$ cat src/rtl/mux_sched_pkg.sv
// Shared types, default constants and the round-robin pick helper for the
// shared-mux scheduler.
package mux_sched_pkg;

    typedef enum logic [1:0] {
        IDLE  = 2'd0,
        GRANT = 2'd1,
        GAP   = 2'd2
    } state_t;

    localparam int N_REQ_DEF    = 4;
    localparam int MAX_HOLD_DEF = 8;
    localparam int GAP_CYC_DEF  = 1;

    // The helper works on a fixed-width request vector so it can live in the
    // package; callers zero-extend their request vector and pass their N_REQ.
    localparam int MAX_REQ = 32;
    localparam int IDX_W   = 5;

    typedef struct packed {
        logic             found;
        logic [IDX_W-1:0] idx;
    } pick_t;

    // First requester at or after last_ptr+1 (mod n); the previous winner is
    // examined last, which is what makes the order round-robin.
    function automatic pick_t rr_pick(input logic [MAX_REQ-1:0] req,
                                      input logic [IDX_W-1:0]   last_ptr,
                                      input int                 n);
        pick_t p;
        int    j;
        p = '0;
        for (int k = 1; k <= MAX_REQ; k++) begin
            if (k <= n && !p.found) begin
                j = int'(last_ptr) + k;
                if (j >= n) j = j - n;
                if (req[j[IDX_W-1:0]]) begin
                    p.found = 1'b1;
                    p.idx   = j[IDX_W-1:0];
                end
            end
        end
        return p;
    endfunction

endpackage

$ cat src/rtl/mux_sel_n.sv
// Purely combinational N_REQ:1 selector of DATA_W-wide lanes.
module mux_sel_n #(
    parameter int N_REQ  = 4,
    parameter int DATA_W = 1,
    parameter int SEL_W  = 2
) (
    input  logic [SEL_W-1:0]        i_sel,
    input  logic [N_REQ*DATA_W-1:0] i_data,
    output logic [DATA_W-1:0]       o_data
);

    // Lane select; an out-of-range index yields zero rather than X.
    // NOTE: the default assignment before the loop keeps this block free of
    // inferred latches when no index matches.
    always_comb begin
        o_data = '0;
        for (int i = 0; i < N_REQ; i++) begin
            if (i_sel == SEL_W'(i)) o_data = i_data[i*DATA_W +: DATA_W];
        end
    end

endmodule

$ cat src/rtl/mux_rr_sched.sv
// Round-robin owner of a shared N:1 mux: one-hot grant, bounded tenure while
// others wait, optional idle gap between owners, registered lane data.
module mux_rr_sched
    import mux_sched_pkg::*;
#(
    parameter  int N_REQ    = N_REQ_DEF,
    parameter  int DATA_W   = 1,
    parameter  int MAX_HOLD = MAX_HOLD_DEF,
    parameter  int GAP_CYC  = GAP_CYC_DEF,
    localparam int SEL_W    = $clog2(N_REQ)
) (
    input  logic                    clk,
    input  logic                    rst_n,
    input  logic [N_REQ-1:0]        req,
    input  logic [N_REQ*DATA_W-1:0] data_in,
    output logic [N_REQ-1:0]        grant,
    output logic [SEL_W-1:0]        sel,
    output logic                    busy,
    output logic [DATA_W-1:0]       data_out
);

    localparam int HOLD_W   = (MAX_HOLD > 1) ? $clog2(MAX_HOLD) : 1;
    localparam int GAP_W    = (GAP_CYC > 1) ? $clog2(GAP_CYC) : 1;
    localparam int GAP_LAST = (GAP_CYC > 0) ? GAP_CYC - 1 : 0;
    localparam logic [N_REQ-1:0] ONE_HOT0 = N_REQ'(1);

    state_t              r_state;
    logic [N_REQ-1:0]    r_grant;
    logic [SEL_W-1:0]    r_sel;
    logic                r_busy;
    logic [DATA_W-1:0]   r_data_out;
    logic [HOLD_W-1:0]   r_hold_cnt;
    logic [GAP_W-1:0]    r_gap_cnt;
    logic [SEL_W-1:0]    r_last_ptr;

    pick_t               w_pick;
    logic [SEL_W-1:0]    w_idx;
    logic                w_unused_idx;
    logic                w_last_hold;
    logic                w_others;
    logic                w_keep;
    logic                w_release;
    logic                w_arb;
    logic [SEL_W-1:0]    w_mux_sel;
    logic [DATA_W-1:0]   w_lane;

    // Candidate winner and the keep / release / arbitrate decision for this edge.
    always_comb begin
        w_pick       = rr_pick(MAX_REQ'(req), IDX_W'(r_last_ptr), N_REQ);
        w_idx        = w_pick.idx[SEL_W-1:0];
        w_unused_idx = ^w_pick.idx;
        w_last_hold  = (r_hold_cnt == HOLD_W'(MAX_HOLD - 1));
        w_others     = |(req & ~r_grant);
        w_keep       = (r_state == GRANT) && req[r_sel] && !(w_last_hold && w_others);
        w_release    = (r_state == GRANT) && !w_keep;
        w_arb        = (r_state == IDLE)
                    || (w_release && GAP_CYC == 0)
                    || (r_state == GAP && r_gap_cnt == GAP_W'(GAP_LAST));
        // The lane is chosen by the select that will be valid after this edge,
        // so registered data lines up with the grant of the same cycle.
        w_mux_sel    = w_keep ? r_sel : w_idx;
    end

    mux_sel_n #(
        .N_REQ  (N_REQ),
        .DATA_W (DATA_W),
        .SEL_W  (SEL_W)
    ) u_mux (
        .i_sel  (w_mux_sel),
        .i_data (data_in),
        .o_data (w_lane)
    );

    // Scheduler FSM with registered outputs; reset drops any grant at once.
    // NOTE: every state register here uses <= so all of them update from the
    // same pre-edge values, independent of statement order.
    always_ff @(posedge clk) begin
        if (!rst_n) begin
            r_state    <= IDLE;
            r_grant    <= '0;
            r_sel      <= '0;
            r_busy     <= 1'b0;
            r_data_out <= '0;
            r_hold_cnt <= '0;
            r_gap_cnt  <= '0;
            r_last_ptr <= SEL_W'(N_REQ - 1);
        end else if (w_arb) begin
            if (w_pick.found) begin
                r_state    <= GRANT;
                r_grant    <= ONE_HOT0 << w_idx;
                r_sel      <= w_idx;
                r_busy     <= 1'b1;
                r_data_out <= w_lane;
                r_hold_cnt <= '0;
                r_last_ptr <= w_idx;
            end else begin
                r_state    <= IDLE;
                r_grant    <= '0;
                r_busy     <= 1'b0;
                r_data_out <= '0;
            end
        end else begin
            case (r_state)
                GRANT: begin
                    if (w_keep) begin
                        r_hold_cnt <= w_last_hold ? '0 : r_hold_cnt + 1'b1;
                        r_data_out <= w_lane;
                    end else begin
                        r_state    <= GAP;
                        r_gap_cnt  <= '0;
                        r_grant    <= '0;
                        r_busy     <= 1'b0;
                        r_data_out <= '0;
                    end
                end
                GAP:     r_gap_cnt <= r_gap_cnt + 1'b1;
                default: r_state   <= IDLE;
            endcase
        end
    end

    assign grant    = r_grant;
    assign sel      = r_sel;
    assign busy     = r_busy;
    assign data_out = r_data_out;

endmodule

$ cat config.mk
export PLATFORM = sky130hd
export DESIGN_NAME = mux_rr_sched
export DESIGN_NICKNAME = d
export VERILOG_FILES = /design/src/rtl/mux_sched_pkg.sv /design/src/rtl/mux_sel_n.sv /design/src/rtl/mux_rr_sched.sv
export SDC_FILE = /design/constraint.sdc
export NUM_CORES = 1
export LEC_CHECK = 0
export BUFFER_PORTS_ARGS = -buffer_cell sky130_fd_sc_hd__buf_2
export CORE_MARGIN = 3
export CORE_UTILIZATION = 55
export DETAILED_ROUTE_END_ITERATION = 6
export PLACE_DENSITY = 0.79
export SYNTH_ARGS = -nofsm -noshare
export SYNTH_HDL_FRONTEND = slang
export SYNTH_SLANG_ARGS = --single-unit
$ cat constraint.sdc
create_clock -name clk -period 3.6 [get_ports clk]
set_clock_uncertainty 0.2 [all_clocks]
set_input_delay 0 -clock clk [delete_from_list [all_inputs] [get_ports clk]]
set_output_delay 0 -clock clk [all_outputs]
set_load 0.005 [all_outputs]
# ---- Word-level counts from Yosys, hierarchy flattened
# Cells that the tools add are included.
dict set report word_totals {
  inputBits 10
  regBits 16
  out_inout_bits 8
  elab_cells 111
}
dict set report op_classes {
  reduce_logical 17
  n_addsub 10
  bitwise_logic 4
  shift 1
  n_eq_ne 11
  order_cmp 9
  mux 51
}
# operator n
set op_table {}
lappend op_table {{two-way mux 6 bit} 7}
lappend op_table {{two-way mux 5 bit} 7}
lappend op_table {{< comparator 5 x 6 -> 1 bit (second input constant)} 4}
lappend op_table {{binary-select mux 1 bit (select 5 bit)} 4}
lappend op_table {{two-way mux 1 bit} 18}
lappend op_table {{two-way mux 4 bit} 4}
lappend op_table {{two-way mux 3 bit} 5}
lappend op_table {{subtractor 3 x 3 -> 4 bit (second input constant)} 3}
lappend op_table {{>= comparator 3 bit (second input constant)} 3}
lappend op_table {{adder 2 x 2 -> 3 bit (second input constant)} 2}
lappend op_table {{== test 2 bit (second input constant)} 3}
lappend op_table {{two-way mux 2 bit} 3}
lappend op_table {{inequality test 2 bit (second input constant)} 3}
lappend op_table {{AND reduction 2 bit} 3}
lappend op_table {{AND reduction 3 bit} 2}
lappend op_table {{nonzero test 2 bit} 3}
lappend op_table {{subtractor 4 x 3 -> 5 bit (second input constant)} 1}
lappend op_table {{adder 2 x 3 -> 4 bit (second input constant)} 1}
lappend op_table {{bitwise AND 4 bit} 1}
lappend op_table {{== test 2 x 1 -> 1 bit (second input constant)} 2}
lappend op_table {{>= comparator 4 x 3 -> 1 bit (second input constant)} 1}
lappend op_table {{logical AND 1 bit} 4}
lappend op_table {{zero test 2 bit} 2}
lappend op_table {{inverter 4 bit} 1}
lappend op_table {{15 further kinds} 16}

# ---- Longest topological paths before layout
# Gate-level depths: netlist (run 1).
dict set report logic_depth {
  depth_word 30
  mapped_depth 10
  mapped_depth_nobuf 9
}

# ---- Modules after synthesis
# From an unflattened synthesis (run 1), not the netlist that was laid out.
dict set report unflattened {
  hier_cells 121
  hier_area_um2 1139.8
}
# mod cells_per_inst area_per_inst_um2 seq_area_each_um2 instances
set modules_own_cells {}
lappend modules_own_cells {mux_rr_sched 120 1117.3 320.3 1}
lappend modules_own_cells {mux_sel_n 1 22.5 0.0 1}

# ---- Worst setup path after synthesis (run 1)
# OpenSTA, ideal clock, no wires.
dict set report synth_timing {
  kind {register -> register}
  startpoint {reg r_last_ptr[0]}
  endpoint {reg r_data_out (netlist: data_out)}
  path_stages_with_launch 11
  arrival_ns 2.610
  required_time_ns 3.285
  period_less_slack_ns 2.925
  slack_ns 0.675
  setup_ns 0.115
  n_path_buf 1
  cell_sequence {dfxtp_1 -> buf_6 -> inv_1 -> ha_1 -> mux4_1 -> nor2b_1 -> a31oi_2 -> mux2i_1 -> o32ai_1 -> mux4_2 -> a31o_1}
}
dict set report synth_between {
  elab_chain_cells 21
  elab_cells_between_ends 47
  classes_between {add/sub (8); order compare (4); eq/ne (3); mux (31); reduce/logical (1)}
}
# element line_no
set synth_rtl {}
lappend synth_rtl {{from (decl)} mux_rr_sched.sv:34} ;# logic [SEL_W-1:0] r_last_ptr;
lappend synth_rtl {{from (signal assigned)} mux_rr_sched.sv:86} ;# r_last_ptr <= SEL_W'(N_REQ - 1);
lappend synth_rtl {{from (signal assigned)} mux_rr_sched.sv:95} ;# r_last_ptr <= w_idx;
lappend synth_rtl {{adder 2 x 1 -> 3 bit / adder 2 x 2 -> 3 bit (equally long branches)} mux_sched_pkg.sv:35} ;# j = int'(last_ptr) + k;
lappend synth_rtl {{subtractor 3 x 3 -> 4 bit / >= comparator 3 bit (equally long branches)} mux_sched_pkg.sv:36} ;# if (j >= n) j = j - n;
lappend synth_rtl {{two-way mux 5 bit} mux_sched_pkg.sv:36}
lappend synth_rtl {{binary-select mux 1 bit (select 5 bit) / two-way mux 5 bit (equally long branches)} {mux_sched_pkg.sv:37, mux_sched_pkg.sv:34}}
lappend synth_rtl {{two-way mux 1 bit (implied by the code) / binary-select mux 1 bit (select 5 bit) (equally long branches)} mux_sched_pkg.sv:37} ;# if (req[j[IDX_W-1:0]]) begin
lappend synth_rtl {{two-way mux 6 bit / two-way mux 1 bit (equally long branches)} mux_sched_pkg.sv:37}
lappend synth_rtl {{two-way mux 6 bit} mux_sched_pkg.sv:37}
lappend synth_rtl {{two-way mux 6 bit} mux_sched_pkg.sv:34} ;# if (k <= n && !p.found) begin
lappend synth_rtl {{[... 2 more ...]} -}
lappend synth_rtl {{two-way mux 6 bit} mux_sched_pkg.sv:37}
lappend synth_rtl {{two-way mux 6 bit *} mux_sched_pkg.sv:34}
lappend synth_rtl {{two-way mux 2 bit} mux_rr_sched.sv:61} ;# w_mux_sel = w_keep ? r_sel : w_idx;
lappend synth_rtl {{zero test 2 bit} mux_sel_n.sv:18} ;# if (i_sel == SEL_W'(i)) o_data = i_data[i*DATA_W +: DATA_W];
lappend synth_rtl {{two-way mux 1 bit (4 in a row)} mux_sel_n.sv:18}
lappend synth_rtl {{two-way mux 1 bit} mux_rr_sched.sv:105} ;# if (w_keep) begin
lappend synth_rtl {{two-way mux 1 bit} mux_rr_sched.sv:103} ;# case (r_state)
lappend synth_rtl {{two-way mux 1 bit *} mux_rr_sched.sv:87} ;# end else if (w_arb) begin
lappend synth_rtl {{to (signal assigned)} mux_rr_sched.sv:93} ;# r_data_out <= w_lane;
lappend synth_rtl {{to (signal assigned)} mux_rr_sched.sv:107} ;# r_data_out <= w_lane;
lappend synth_rtl {{to (decl)} mux_rr_sched.sv:31} ;# logic [DATA_W-1:0] r_data_out;
# Every way passes the cells marked *; elsewhere a longest branch is shown, timed or not. The select of a mux whose other input is x is not followed.
# A chain may end at the register's enable or synchronous reset.

# ---- Worst setup path in the final report (run 1)
# Same ends and word-level chain as after synthesis.

==> flow_summary.json, run 1 <==
{
  "viasPerCell": 5.89,
  "final_nets": 174,
  "die_w_microns": 52.1,
  "status": "finished clean",
  "grt_antenna_before_repair": 0,
  "synth_edf_count": 0,
  "synth-adder-area-share_pct": 10.7,
  "area_growth_syn_to_layout_pct": 15.3,
  "synthFlopType": "dfxtp_1",
  "top_level_ports": 18,
  "diodes": 0,
  "cellLeakagePower_nw": 0.620,
  "rsz0062_at_grt": "false",
  "overflow": 0,
  "arrival_ns": 3.18,
  "numCtsBuffers": 3,
  "drive_above_1_share_pct": 19.7,
  "path_class": "register to register",
  "path_clk_slew_ns": 0.09,
  "required_ns": 3.59,
  "h-tree-depth": 1,
  "maxCapViolCount": 0,
  "grt_util_met1_pct": 28.3,
  "syn-instance-count": 129,
  "multiInputGateArea_sq_um": 796,
  "synth_compound_area_share_pct": 23.1,
  "synth_top_family_by_area": "compound AO/OA/AOI/OAI gates",
  "hold_ws_ns": 0.265,
  "drtAntennaViolNets": 0,
  "peakVddDrop_mv": 0.419,
  "start_util_pct": 59.0,
  "dieArea_sq_um": 2720,
  "vias": 1055,
  "drt_pass1_iterations": 4,
  "crit_start": "r_last_ptr[0]",
  "synthesis.area_sq_um": 1170,
  "synth_mux_area_share_pct": 16.5,
  "critPathCaptureType": "register",
  "wirelength_mm": 2.68,
  "yosysWarnings": 0,
  "syn_nets": 149,
  "synth_async_sr_flop_share_pct": 0,
  "insertion_delay_ns": 0.29,
  "power_uw": 977,
  "setup_violations": 0,
  "ys_seq_area_share_pct": 27.4,
  "grt_pass1_vias": 1054,
  "hold_path_class": "register to register",
  "cts_buffer_depth": 2,
  "fill_cells": 172,
  "synth_seq_cells": 16,
  "port_buffers": 17,
  "fp-row-count": 16,
  "clock.fmax_mhz": 313,
  "dieHeight_microns": 52.1,
  "fin_crit_sh_pct": 88.6,
  "cts.repair.resized": 0,
  "cts_tree": "yes",
  "r2r_start": "r_last_ptr[0]",
  "busiest_layer": "met2",
  "pwr_density_cell_nw_per_um2": 724,
  "tns_ns": 0,
  "clock_sinks": 16,
  "final_hold_viol_count": 0,
  "gp_congestion": 0.831,
  "grt_use_met3_pct": 4.87,
  "yosys.area_share.simple_pct": 17.8,
  "coreArea_sq_um": 1980,
  "fin_crit_ns": 3.19,
  "drc": 0,
  "grt_usage_pct": 22.9,
  "worstMarginPinSlew_ns": 0.684,
  "yosysUniqueCellTypes": 44,
  "drt-initial-drc-count": 20,
  "grt_first_pass_wirelength_mm": 4.62,
  "synth_area_per_cell_sq_um": 9.07,
  "relSlewSlack_pct": 54.2,
  "critPathLaunchType": "register",
  "utilization_pct": 68.1,
  "drv_slew": 0,
  "wl_per_cell_microns": 15.0,
  "grtUsageMet2_pct": 38.9,
  "grt_max_degree": 18,
  "cts_root_buf": "clkbuf_4",
  "dp_hpwl_mm": 2.03,
  "regArea_sq_um": 320,
  "critPathMaxFanout": 8,
  "hp-start": "r_gap_cnt",
  "synth-xor-area-share_pct": 0
}
metrics by stage:
stage,setup slack [ns],area [sq um],cells
detailed placement,0.432,1280,171
global placement,0.553,1280,171
global route,0.186,1350,179
floorplan,0.675,1170,129
finish,0.409,1350,179
CTS,0.419,1350,179
power breakdown:
group	switching [mW]	total, mW	internal (mW)
registers	0.0552	0.281	0.225
clock network	0.0545	0.0934	0.0389
logic	0.327	0.603	0.276
area by class of cell:
cell class / instances / area share (%)
Timing Repair Buffer: 23 / 10.6
Clock buffer: 3 / 1.67
Sequential cell: 16 / 23.7
Tap cell: 27 / 2.50
Multi-Input combinational cell: 101 / 59.0
Inverter: 9 / 2.50
metal layers:
metal  vias up  share of wire (%)
met2        33                 49
met5         -                  0
met1       489                 44
li1        529                  -
met4         0                1.1
met3         4                5.7
layout by cell type (no fill, tap or decap), drive strengths merged, types with 5 or more instances in the layout:
| cell | Yosys | layout |
|---|---|---|
| buf | 2 | 18 |
| dfxtp | 16 | 16 |
| nor2b | 11 | 11 |
| nand2 | 10 | 10 |
| ha | 10 | 10 |
| inv | 9 | 9 |
| mux2i | 8 | 8 |
| o21ai | 7 | 7 |
| nor2 | 6 | 6 |
| a21oi | 5 | 5 |
| dlygate4sd3 | 0 | 5 |
worst max-delay path, stage by stage (launching register included):
cell and delay (ns):
dfxtp_1 0.52, inv_1 0.14, ha_1 0.42, mux4_1 0.30, nor2b_1 0.15, a31oi_2 0.21, mux2i_1 0.34, o32ai_1 0.15
mux4_2 0.44, a31o_1 0.22
synthesized netlist by cell type (2+ instances only):
cell       count  share of area, %
a21boi_1       2               1.3
nor3_1         2              0.86
mux4_2         2               3.8
nand2_1       10               3.2
mux2i_1        8               6.8
a21oi_1        5               2.1
o21ai_0        4               1.7
a31oi_1        2               1.1
nor2b_1       11               5.9
dfxtp_1       16                27
ha_1          10                11
o31ai_1        2               1.3
nand3_1        2              0.86
o2bb2ai_1      2               1.5
nor2_1         6               1.9
a31o_1         2               1.5
and2_1         3               1.6
inv_1          9               2.9
o21ai_1        3               1.3
and3_1         3               1.6
mux2_4         2               2.6
sequential cells by signal, summed over array words and instances, names as in the netlist:
name / count
data_out: 1
r_gap_cnt: 1
sel: 2
r_last_ptr: 2
busy: 1
r_hold_cnt: 3
r_state: 2
grant: 4
timing repair:
action | 4_1_cts | 5_1_grt
buffers inserted | 0 | 0
hold buffers | 5 | 0
endpoints found under the setup margin | 0 | 0
hold endpoints to repair | 16 | 0
worst paths after layout:
kind	endpoint	slack, ns	cells past startpoint
max	data_out	0.41	9
min	r_gap_cnt	0.26	1
max reg2reg	data_out	0.41	9
min reg2reg	r_gap_cnt	0.26	1
cells by family (layout without fill, tap and decap cells):
| family | Yosys count | after routing |
|---|---|---|
| adder cells (fa/ha/maj) | 10 | 10 |
| AO/OA/AOI/OAI | 37 | 37 |
| AND/OR/NAND/NOR | 40 | 40 |
| multiplexers | 14 | 14 |
| flip-flops | 16 | 16 |
| buffers and inverters | 12 | 35 |
Note: power is estimated with default switching activity, not from simulation.
==> run 2, diff against run 1 <==
--- a/config.mk
+++ b/config.mk
@@ -6,8 +6,10 @@
 export NUM_CORES = 1
 export LEC_CHECK = 0
 export BUFFER_PORTS_ARGS = -buffer_cell sky130_fd_sc_hd__buf_2
+export CELL_PAD_IN_SITES_DETAIL_PLACEMENT = 0
+export CELL_PAD_IN_SITES_GLOBAL_PLACEMENT = 1
 export CORE_MARGIN = 3
-export CORE_UTILIZATION = 55
+export CORE_UTILIZATION = 42
 export DETAILED_ROUTE_END_ITERATION = 6
 export PLACE_DENSITY = 0.79
 export SYNTH_ARGS = -nofsm -noshare
==> constraint.sdc (replaced) <==
create_clock -name clk -period 3.1 [get_ports clk]
set_clock_uncertainty 0.2 [all_clocks]
set_input_delay 0 -clock clk [delete_from_list [all_inputs] [get_ports clk]]
set_output_delay 0 -clock clk [all_outputs]
set_load 0.005 [all_outputs]
==> run 2 against run 1 <==
Net effect:
- worst setup slack got worse by 0.22 ns
- clock power increased by 52%
- first-iteration DRC count increased by 20%
- die area increased by 27%
- flip-flop and latch count unchanged
- clock-buffer cell count increased by 1
- non-clock buffer count increased by 2
- power increased by 22%
- via count decreased by 0.76%
- hold slack got worse by 0.011 ns
- design area increased by 2.4%
- global-route usage decreased by 5.9 points
- critical path type unchanged
- highest routed layer is now met3
==> flow_summary.json, run 2 (same netlist as run 1, synthesis figures left out) <==
{
  "grt_antenna_before_repair": 0,
  "cp_num_cells": 8,
  "cts_tree": "yes",
  "crit_chain": "buf_4, mux4_1, nor2b_1, a31oi_2, mux2i_1, o32ai_1, mux4_2, a31o_1",
  "grt_max_degree": 18,
  "critPathMaxStageDelay_ns": 0.55,
  "fin_crit_ns": 2.91,
  "fin_crit_sh_pct": 94.0,
  "hold_path_class": "register to register",
  "relSlewSlack_pct": 49.4,
  "peakVddDrop_mv": 0.523,
  "h-tree-depth": 1,
  "whs_path_depth": 1,
  "overflow": 0,
  "r2r.worst_path.cells": 8,
  "multiInputGateArea_sq_um": 796,
  "dp_hpwl_mm": 2.09,
  "status": "finished clean",
  "largest_reg_flops": 4,
  "critPathLaunchType": "register",
  "drt-initial-drc-count": 24,
  "die_w_microns": 58.8,
  "gp_congestion": 0.849,
  "viasPerCell": 5.66,
  "numCtsBuffers": 3,
  "drv_slew": 0,
  "pwr_density_cell_nw_per_um2": 864,
  "critPathMaxFanout": 13,
  "port_buffers": 17,
  "drive_above_1_share_pct": 21.3,
  "coreArea_sq_um": 2570,
  "placed_cells": 176,
  "setup_violations": 0,
  "wl_per_cell_microns": 14.7,
  "final_cell_mix": "buf_2, dfxtp_1, nor2b_1, nand2_1, ha_1",
  "rsz0062_at_grt": "false",
  "insertion_delay_ns": 0.29,
  "clock.fmax_mhz": 343,
  "stdcell_area_sq_um": 1380,
  "maxCapViolCount": 0,
  "cp_slowest_cell": "mux4_1",
  "worstMarginPinSlew_ns": 0.755,
  "path_clk_slew_ns": 0.10,
  "tns_ns": 0,
  "cts_root_buf": "clkbuf_4",
  "cellLeakagePower_nw": 0.637,
  "drtAntennaViolNets": 0,
  "arrival_ns": 2.90,
  "drc": 0,
  "dieArea_sq_um": 3450,
  "final_nets": 176,
  "grt_first_pass_wirelength_mm": 4.57,
  "diodes": 0,
  "path_class": "register to register",
  "regArea_sq_um": 320,
  "start_util_pct": 45.6,
  "hold_ws_ns": 0.254,
  "cts_buffer_depth": 2,
  "drt_pass1_iterations": 5,
  "dpl-instance-area_sq_um": 1290,
  "dieHeight_microns": 58.8,
  "grt_usage_pct": 17.0,
  "mostFrequentLayoutCell": "buf_2",
  "final_cells": 185,
  "grt_pass1_vias": 1017,
  "vias": 1047,
  "clock_sinks": 16,
  "fp-row-count": 18,
  "area_growth_syn_to_layout_pct": 18.1,
  "power_mw": 1.19,
  "top_level_ports": 18,
  "wirelength_mm": 2.71,
  "required_ns": 3.09,
  "critPathTopFamily": "multiplexers",
  "critPathBufInv": 1,
  "fill_cells": 260,
  "critPathCaptureType": "register",
  "final_hold_viol_count": 0
}
## run 2: cell types whose count changed in the layout (fill, tap and decap cells not counted), sizes merged
cell    before  now
buf         18   20
clkbuf       3    4
## run 2: per-layer routing
| layer | GRT usage [%] | wire [microns] |
|---|---|---|
| met1 | 23.6 | 1390 |
| met2 | 27.0 | 1240 |
| met3 | 2.85 | 81 |
| met4 | 4.85 | 0 |
| met5 | 0 | 0 |
## run 2: area by class of cell
type,instances,area share [%]
inverters,9,2.45
multi-input cells,101,57.6
flip-flops and latches,16,23.2
well taps,30,2.72
repair buffers,25,11.4
clock buffers,4,2.63
## run 2: worst reg2reg max path, stage by stage, from the launching register on
cell     delay [ns]
dfxtp_1        0.34
buf_4          0.21
mux4_1         0.55
nor2b_1        0.15
a31oi_2        0.22
mux2i_1        0.33
o32ai_1        0.15
mux4_2         0.44
a31o_1         0.22
## run 2: stage by stage
stage          setup slack [ns]  util (%)
2_1_floorplan             0.175         -
3_3_place_gp              0.290      50.4
3_5_place_dp              0.200      50.4
4_1_cts                   0.175      53.8
5_1_grt                  0.0605      53.8
6_report                  0.187      53.8
## run 2: path summary, 6_finish.rpt
kind	from	endpoint	slack, ns
worst max register to register	r_last_ptr[0]	data_out	0.19
worst min register to register	r_gap_cnt	r_gap_cnt	0.25
worst min-delay path	r_gap_cnt	r_gap_cnt	0.25
worst max-delay path	r_last_ptr[0]	data_out	0.19
## run 2: timing repair
item                      4_1_cts  5_1_grt
gates resized for setup         0        0
hold buffers                    5        0
setup buffers                   0        0
hold endpoints to repair       16        0
## run 2: report_power, final
group	switching (mW)	leakage, nW	internal [mW]
sequential	0.0440	0.131	0.262
combinational	0.406	0.485	0.340
clock	0.0708	0.0210	0.0715
==> run 3, diff against run 2 <==
--- a/config.mk
+++ b/config.mk
@@ -12,6 +12,7 @@
 export CORE_UTILIZATION = 42
 export DETAILED_ROUTE_END_ITERATION = 6
 export PLACE_DENSITY = 0.79
+export RECOVER_POWER = 50
 export SYNTH_ARGS = -nofsm -noshare
 export SYNTH_HDL_FRONTEND = slang
 export SYNTH_SLANG_ARGS = --single-unit
==> run 3 against run 2 <==
Net effect:
- routed wire length increased by 0.66%
- first-iteration DRC count increased by 21%
- hold slack about the same
- via count decreased by 1.1%
- power decreased by 0.46%
- sequential share of layout area increased by 0.11 points
==> flow_summary.json, run 3 (same netlist as run 1, synthesis figures left out) <==
{
  "start_util_pct": 45.6,
  "power_mw": 1.19,
  "die_w_microns": 58.8,
  "required_ns": 3.09,
  "cts_root_buf": "clkbuf_4",
  "status": "finished clean",
  "critPathCaptureType": "register",
  "wirelength_mm": 2.73,
  "r2r-end": "data_out",
  "cts.repair.resized": 0,
  "drtAntennaViolNets": 0,
  "h-tree-depth": 1,
  "grt_max_degree": 18,
  "clock_sinks": 16,
  "worstMarginPinSlew_ns": 0.778,
  "tns_ns": 0,
  "dp_hpwl_mm": 2.09,
  "cts_buffer_depth": 2,
  "wl_per_cell_microns": 14.8,
  "grt_pass1_vias": 1017,
  "setup_violations": 0,
  "stdcell_area_sq_um": 1380,
  "fill_cells": 262,
  "grt_antenna_before_repair": 0,
  "fp-row-count": 18,
  "crit_start": "r_last_ptr[0]",
  "vias": 1035,
  "placed_cells": 176,
  "viasPerCell": 5.59,
  "reg2reg_slack_ns": 0.19,
  "hold_path_class": "register to register",
  "crit_path_end": "data_out",
  "peakVddDrop_mv": 0.523,
  "drt_pass1_iterations": 4,
  "drive_above_1_share_pct": 17.4,
  "maxCapViolCount": 0,
  "port_buffers": 17,
  "arrival_ns": 2.90,
  "path_class": "register to register",
  "r2r.worst_path.cells": 8,
  "final_hold_viol_count": 0,
  "clock.fmax_mhz": 343,
  "pwr_density_cell_nw_per_um2": 864,
  "drv_slew": 0,
  "overflow": 0,
  "drt-initial-drc-count": 29,
  "coreArea_sq_um": 2570,
  "final_cell_mix": "dfxtp_1, buf_2, nor2b_1, nand2_1, ha_1",
  "grt_first_pass_wirelength_mm": 4.57,
  "critPathLaunchType": "register",
  "final_nets": 176,
  "dpl-instance-area_sq_um": 1290,
  "cts_setup_buffers": 0,
  "path_clk_slew_ns": 0.11,
  "drc": 0,
  "regArea_sq_um": 320,
  "top_level_ports": 18,
  "cellLeakagePower_nw": 0.617,
  "gp_congestion": 0.849,
  "multiInputGateArea_sq_um": 796,
  "cts_tree": "yes",
  "mostFrequentLayoutCell": "dfxtp_1",
  "critPathMaxFanout": 13,
  "insertion_delay_ns": 0.29,
  "final_cells": 185,
  "diodes": 0,
  "fin_crit_ns": 2.91,
  "dieHeight_microns": 58.8,
  "grt_usage_pct": 17.0,
  "dieArea_sq_um": 3450,
  "r2r_start": "r_last_ptr[0]",
  "area_growth_syn_to_layout_pct": 17.5,
  "numCtsBuffers": 3,
  "fin_crit_sh_pct": 93.9,
  "largest_reg_flops": 4,
  "relSlewSlack_pct": 47.9,
  "rsz0062_at_grt": "false"
}
run 3: stage by stage:
step / hold WS (ns) / util [%] / setup WS [ns]
floorplan: -0.0718 / - / 0.175
global placement: 0.113 / 50.4 / 0.290
detailed placement: 0.121 / 50.4 / 0.200
CTS: 0.256 / 53.8 / 0.175
global route: 0.268 / 53.6 / 0.0605
finish: 0.255 / 53.6 / 0.188
run 3: worst min path at each step:
stage	from	to	slack, ns	cells after the start
4_1_cts	r_gap_cnt	r_gap_cnt	0.26	1
3_5_place_dp	rst_n	r_last_ptr[1]	0.12	2
6_report	r_gap_cnt	r_gap_cnt	0.25	1
3_3_place_gp	rst_n	r_last_ptr[1]	0.11	2
2_1_floorplan	rst_n	grant[3]	-0.07	1
5_1_grt	r_gap_cnt	r_gap_cnt	0.27	1
run 3: final cells by class:
type                            instances  share of cell area (%)
Inverter                                9                    2.46
Clock buffer                            4                    2.64
Tap cell                               30                    2.73
Sequential cell                        16                    23.3
Timing Repair Buffer                   25                    11.0
Multi-Input combinational cell        101                    57.9
run 3: power breakdown:
group,switching (mW),internal (mW)
combinational,0.407,0.331
clock,0.0716,0.0715
sequential,0.0451,0.262
run 3: layer usage:
layer | vias up | track usage (%) | wire [microns]
met4 | 0 | 4.85 | 0
met3 | 0 | 2.85 | 105
met1 | 491 | 23.6 | 1370
li1 | 524 | - | -
met5 | - | 0 | 0
met2 | 20 | 27.0 | 1250
run 3: timing repair:
action / in CTS / in global routing
endpoints found under the setup margin: 0 / 0
hold endpoints to repair: 16 / 0
hold buffers: 5 / 0
run 3: worst max-delay path, stage by stage (launching register included):
cell,delay (ns)
dfxtp_1,0.34
buf_4,0.21
mux4_1,0.55
nor2b_1,0.15
a31oi_2,0.22
mux2i_1,0.33
o32ai_1,0.14
mux4_2,0.44
a31o_1,0.22
